===== src/rtl/decode_regfile_pkg.sv =====
// Shared constants and types for the MIPS decode / register-file stage.
package decode_regfile_pkg;

   localparam logic [5:0] OP_RTYPE = 6'h00;
   localparam logic [5:0] OP_ADDI  = 6'h08;
   localparam logic [5:0] OP_ADDIU = 6'h09;
   localparam logic [5:0] OP_SLTI  = 6'h0A;
   localparam logic [5:0] OP_ANDI  = 6'h0C;
   localparam logic [5:0] OP_ORI   = 6'h0D;
   localparam logic [5:0] OP_LW    = 6'h23;
   localparam logic [5:0] OP_SW    = 6'h2B;
   localparam logic [5:0] OP_BEQ   = 6'h04;
   localparam logic [5:0] OP_BNE   = 6'h05;

   localparam logic [5:0] FUNCT_JR = 6'h08;

   localparam int OP_LO    = 26;
   localparam int RS_LO    = 21;
   localparam int RT_LO    = 16;
   localparam int RD_LO    = 11;
   localparam int FUNCT_LO = 0;
   localparam int IMM_LO   = 0;
   localparam int IMM_W    = 16;

   typedef enum logic [2:0] {
      CLS_R,
      CLS_ALU_I,
      CLS_STORE,
      CLS_BEQ,
      CLS_BNE,
      CLS_NONE
   } ins_cls_t;

   function automatic ins_cls_t classify(input logic [5:0] op);
      ins_cls_t c;
      c = CLS_NONE;
      case (op)
         OP_RTYPE: c = CLS_R;
         OP_ADDI, OP_ADDIU, OP_SLTI,
         OP_ANDI, OP_ORI, OP_LW: c = CLS_ALU_I;
         OP_SW:  c = CLS_STORE;
         OP_BEQ: c = CLS_BEQ;
         OP_BNE: c = CLS_BNE;
         default: c = CLS_NONE;
      endcase
      return c;
   endfunction

endpackage


===== src/rtl/decode_regfile_reg_file_2r1w.sv =====
// Two-read one-write register file with async clear; index 0 is hardwired to zero.
module reg_file_2r1w
   import decode_regfile_pkg::*;
#(
   parameter int DATA_W = 32,
   parameter int ADDR_W = 5
) (
   input  logic              clk,
   input  logic              rst_n,
   input  logic              we,
   input  logic [ADDR_W-1:0] wa,
   input  logic [DATA_W-1:0] wd,
   input  logic [ADDR_W-1:0] ra0,
   input  logic [ADDR_W-1:0] ra1,
   output logic [DATA_W-1:0] rd0,
   output logic [DATA_W-1:0] rd1
);

   localparam int N = 2 ** ADDR_W;

   logic [DATA_W-1:0] mem [N];

   always_ff @(posedge clk or negedge rst_n) begin
      if (!rst_n) begin
         for (int i = 0; i < N; i++) mem[i] <= '0;
      end else if (we && wa != '0) begin
         mem[wa] <= wd;
      end
   end

   // No write-through: reads see only committed contents.
   assign rd0 = mem[ra0];
   assign rd1 = mem[ra1];

endmodule


===== src/rtl/decode_regfile.sv =====
// Decode stage: field decode, immediate extension, register read and branch compare.
module decode_regfile
   import decode_regfile_pkg::*;
#(
   parameter int DATA_W = 32,
   parameter int ADDR_W = 5
) (
   input  logic              clk,
   input  logic              rst_n,
   input  logic [31:0]       instruction,
   input  logic              wb_en,
   input  logic [ADDR_W-1:0] wb_addr,
   input  logic [DATA_W-1:0] wb_data,
   output logic [DATA_W-1:0] rs_data,
   output logic [DATA_W-1:0] rt_data,
   output logic [DATA_W-1:0] imm_ext,
   output logic [ADDR_W-1:0] dest_addr,
   output logic              reg_write,
   output logic              npc_sel
);

   logic [5:0]        opcode;
   logic [5:0]        funct;
   logic [ADDR_W-1:0] rs_idx;
   logic [ADDR_W-1:0] rt_idx;
   logic [ADDR_W-1:0] rd_idx;
   logic [IMM_W-1:0]  imm;
   ins_cls_t          cls;
   logic              run;
   logic              rw_dec;
   logic              taken;
   logic              unused_shamt;

   assign opcode = instruction[OP_LO +: 6];
   assign funct  = instruction[FUNCT_LO +: 6];
   assign rs_idx = instruction[RS_LO +: ADDR_W];
   assign rt_idx = instruction[RT_LO +: ADDR_W];
   assign rd_idx = instruction[RD_LO +: ADDR_W];
   assign imm    = instruction[IMM_LO +: IMM_W];
   assign cls    = classify(opcode);

   assign unused_shamt = ^instruction[10:6];

   reg_file_2r1w #(
      .DATA_W (DATA_W),
      .ADDR_W (ADDR_W)
   ) u_rf (
      .clk   (clk),
      .rst_n (rst_n),
      .we    (wb_en),
      .wa    (wb_addr),
      .wd    (wb_data),
      .ra0   (rs_idx),
      .ra1   (rt_idx),
      .rd0   (rs_data),
      .rd1   (rt_data)
   );

   // Release of reset becomes visible only at the first clock edge after it.
   always_ff @(posedge clk or negedge rst_n) begin
      if (!rst_n) run <= 1'b0;
      else        run <= 1'b1;
   end

   always_comb begin
      rw_dec    = 1'b0;
      dest_addr = '0;
      taken     = 1'b0;
      unique case (cls)
         CLS_R: begin
            dest_addr = rd_idx;
            rw_dec    = (funct != FUNCT_JR);
         end
         CLS_ALU_I: begin
            dest_addr = rt_idx;
            rw_dec    = 1'b1;
         end
         CLS_STORE: dest_addr = rt_idx;
         CLS_BEQ: begin
            dest_addr = rt_idx;
            taken     = (rs_data == rt_data);
         end
         CLS_BNE: begin
            dest_addr = rt_idx;
            taken     = (rs_data != rt_data);
         end
         default: ;
      endcase
   end

   always_comb begin
      imm_ext = {{(DATA_W-IMM_W){imm[IMM_W-1]}}, imm};
      if (opcode == OP_ANDI || opcode == OP_ORI)
         imm_ext = {{(DATA_W-IMM_W){1'b0}}, imm};
   end

   assign reg_write = run & rw_dec;
   assign npc_sel   = run & taken;

endmodule

===== config.mk =====
export PLATFORM = sky130hd
export DESIGN_NAME = decode_regfile
export DESIGN_NICKNAME = d
export VERILOG_FILES = /design/src/rtl/decode_regfile_pkg.sv /design/src/rtl/decode_regfile_reg_file_2r1w.sv /design/src/rtl/decode_regfile.sv
export SDC_FILE = /design/constraint.sdc
export NUM_CORES = 2
export LEC_CHECK = 0
export BUFFER_PORTS_ARGS = -buffer_cell sky130_fd_sc_hd__buf_2
export CAP_MARGIN = 20
export CORE_MARGIN = 8
export CORE_UTILIZATION = 35
export CTS_BUF_LIST = sky130_fd_sc_hd__clkbuf_4 sky130_fd_sc_hd__clkbuf_8
export DETAILED_ROUTE_END_ITERATION = 8
export SLEW_MARGIN = 40
export SYNTH_ARGS = -nofsm -noshare
export SYNTH_HDL_FRONTEND = slang
export SYNTH_SLANG_ARGS = --single-unit

===== constraint.sdc =====
create_clock -name clk -period 3.45 [get_ports clk]
set_input_delay 0.5175 -clock clk [delete_from_list [all_inputs] [get_ports clk]]
set_output_delay 0.5175 -clock clk [all_outputs]
set_load 0.02 [all_outputs]

==> reports/results.tsv <==
metric	value	unit
status	finished, violations left	
failing checks	setup timing	
clk buf depth	3	
vias per std cell	5.80	
Arr. time, crit path	4.19	ns
period utilisation layout	136	%
area delta synth->final	20.0	%
first-pass GRT wire length	271000	um
post-synthesis instance area	55300	sq um
Critical R2R Capture	u_rf.mem[0]	
initial detailed-routing violation count	2903	
Setup CP Type	flip-flop to primary output	
Worst-Skew Late Latency	0.88	ns
RSZ-0062 raised after global routing	yes	
max incr delay on CP	0.48	ns
max cap viols	0	
max-slew violation total from the final report	0	
Setup TNS	-1.25	ns
Post-Place Cell Area	62400	sq um
R2R Setup Slk	2.54	ns
die footprint	171000	sq um
root buffer cell	clkbuf_8	
Buf/Inv on CP	5	
CP max FO	3	
row cnt	146	
DIE HEIGHT	413	um
DRT Wirelength	185000	um
CP dominant cell by count	buf_4	
WHS	0.117	ns
Worst Reg-to-Reg Cells	2	
dpl hpwl	118000	um
Worst setup EP type	primary output	
synthesized instance count	3710	
clock slew at reported path FFs	0.06	ns
FFs w/ async S/R, synth	100	%
vias in the first global route	38400	
Pwr Total	36.0	mW
initial antenna violation count	12	
number of flops mapped to enable cells by yosys	0	
final hold vios	0	
Worst Setup SP	u_rf.mem[525]	
Top FF cell, synth	dfrtp_1	
crit-path leading delay family	buffers and inverters	
via count	36700	
IO buf count	164	
PD cells	544	nW/um^2
largest net degree at the start of global routing	125	
most common cell after layout, fill and taps aside	dfrtp_1	
Static Leak	29.1	nW
Worst Skew	0	ns
Pre-Repair DR Iteration Count	6	
capture point of the worst path	npc_sel	
layout cells sized above 1	60.3	%
slew of the pin with the lowest slew margin	0.882	ns
CTS tree	done	
Data required, critical path	2.93	ns
Startpoint Class	flip-flop	
I/O pin count	175	
CP Depth	15	
Initial Utilization	35.0	%
Cell variety after synth	56	
post-route cell area	66300	sq um
# H-tree levels	4	
Yosys Warn Count	0	
final setup margin	-1.25	ns
Final Wtd Congestion	0.832	
worst reg2reg startpoint	u_rf.mem[0]	
WL/cell	29.2	um
minimum clock period	4.70	ns
final setup fails	1	
# clock sinks	1025	
CTS Buf Count	172	
Antenna Nets Post-Route	0	
VDD IR max	0.447	mV
worst-path cell chain	mux2i_1 -> a22oi_1 -> nand3_1 -> o22ai_1 -> a211oi_1 -> buf_4 -> xnor2_1 -> nand4_1 -> buf_6 -> nor4_4 -> buf_4 -> nand4_1 -> buf_4 -> mux2i_4 -> buf_6	
top-area cell type share of the netlist area	46.4	%
syn_nets	3782	
DRC Markers	0	
Nets	4206	
post-synthesis register bit count	1025	
most frequent cells in the layout	dfrtp_1, mux2_2, mux4_2	
die width	413	um
crit path max-delay cell type	a211oi_1	
Worst Hold Class	input port to asynchronous set/reset pin	
Slew HR	41.0	%
grt ovf	0	
top cells by area, synth	dfrtp_1, mux2_2, mux4_2	
Fmax	213	MHz
post-synth top area cell	dfrtp_1	
Mean Syn Cell Area	14.9	sq um
sequential element share of the synthesized area	46.4	%
Global Route Usage Sum	21.5	%
Setup WS pre-CTS	-1.36	ns
core box area	158000	sq um
==> cells in the mapped netlist (18+ instances only) <==
cell type,instances
dfrtp_1,1025
mux2_2,992
mux4_2,489
clkbuf_1,217
mux2i_1,159
nand2_1,149
buf_4,76
buf_2,64
a22oi_1,50
buf_1,46
inv_1,36
a32oi_1,34
o22ai_1,34
nor2_1,31
buf_6,28
nand3_1,26
a21oi_1,24
a221oi_1,22
xor2_1,22
nor2b_1,21
o21ai_0,18
==> registers in the layout, summed over array words and instances (netlist names) <==
register and flops:
u_rf.mem 1024, run 1
==> timing repair <==
item	CTS	global route
resized for setup	42	25
pin swaps	9	9
buffers inserted	32	2
endpoints found under the setup margin	13	9
hold buffers	1	0
cloned	0	0
endpoints found under the hold margin	327	0
==> cells by family (layout without fill, tap and decap cells) <==
logic type                after synthesis  in the layout  synth area share (%)
AOI/OAI and AO/OA                     248            248                  3.29
and+or+nand+nor                       292            292                  2.44
DFF                                  1025           1025                  46.4
other                                   1              9               0.00679
xor gates and xnor gates               32             32                 0.507
muxes                                1641           1641                  43.1
buffers and inverters                 471           1012                  4.26
==> worst register-to-register path, delay by kind of cell, from the launching register on <==
family / cells / cell delay, ns
DFF: 1 / 0.40
buffers and inverters: 1 / 0.14
muxes: 1 / 0.25
==> report_power, final <==
group	total, mW	switching, mW	internal, mW
Clock	11.6	5.03	6.54
Sequential	16.0	1.68	14.3
Combinational	8.48	3.46	5.02
Total	36.0	10.2	25.9
==> metrics by stage <==
stage | util, % | instances
3_5_place_dp | 39.6 | 6029
3_3_place_gp | 39.5 | 6029
6_report | 42.0 | 6331
2_1_floorplan | - | 3710
5_1_grt | 42.0 | 6326
4_1_cts | 42.0 | 6336
==> metal layers <==
layer  global-route usage (%)  part of all wire [%]  wire length (um)  vias up
met4                     8.38                   4.0              7420        6
li1                         -                     -                 -    15100
met2                     34.5                    47             87500     1341
met3                     3.94                   6.1             11200      370
met1                     29.1                    43             78900    19900
met5                        0                 0.025                46        -
==> worst min-delay path by stage <==
stage / from / end / slack (ns) / depth (start not counted)
after global routing: rst_n / u_rf.mem[786] / 0.10 / 2
after global placement: u_rf.mem[1006] / u_rf.mem[1006] / 0.38 / 0
final: rst_n / u_rf.mem[914] / 0.12 / 2
after CTS: rst_n / u_rf.mem[848] / 0.07 / 2
after floorplan: rst_n / run / 0.22 / 0
after detailed placement: u_rf.mem[1019] / u_rf.mem[1019] / 0.38 / 0
==> cell type report <==
cell class	instances	area (sq um)
inverter	40	165
multi-input combinational	2214	27900
tap	2072	2590
clock buffer	276	3480
antenna	8	20.0
clock inverter	15	153
timing repair buffer	681	6300
fill	14300	91400
sequential	1025	25600
Note: power is estimated with default switching activity, not from simulation.
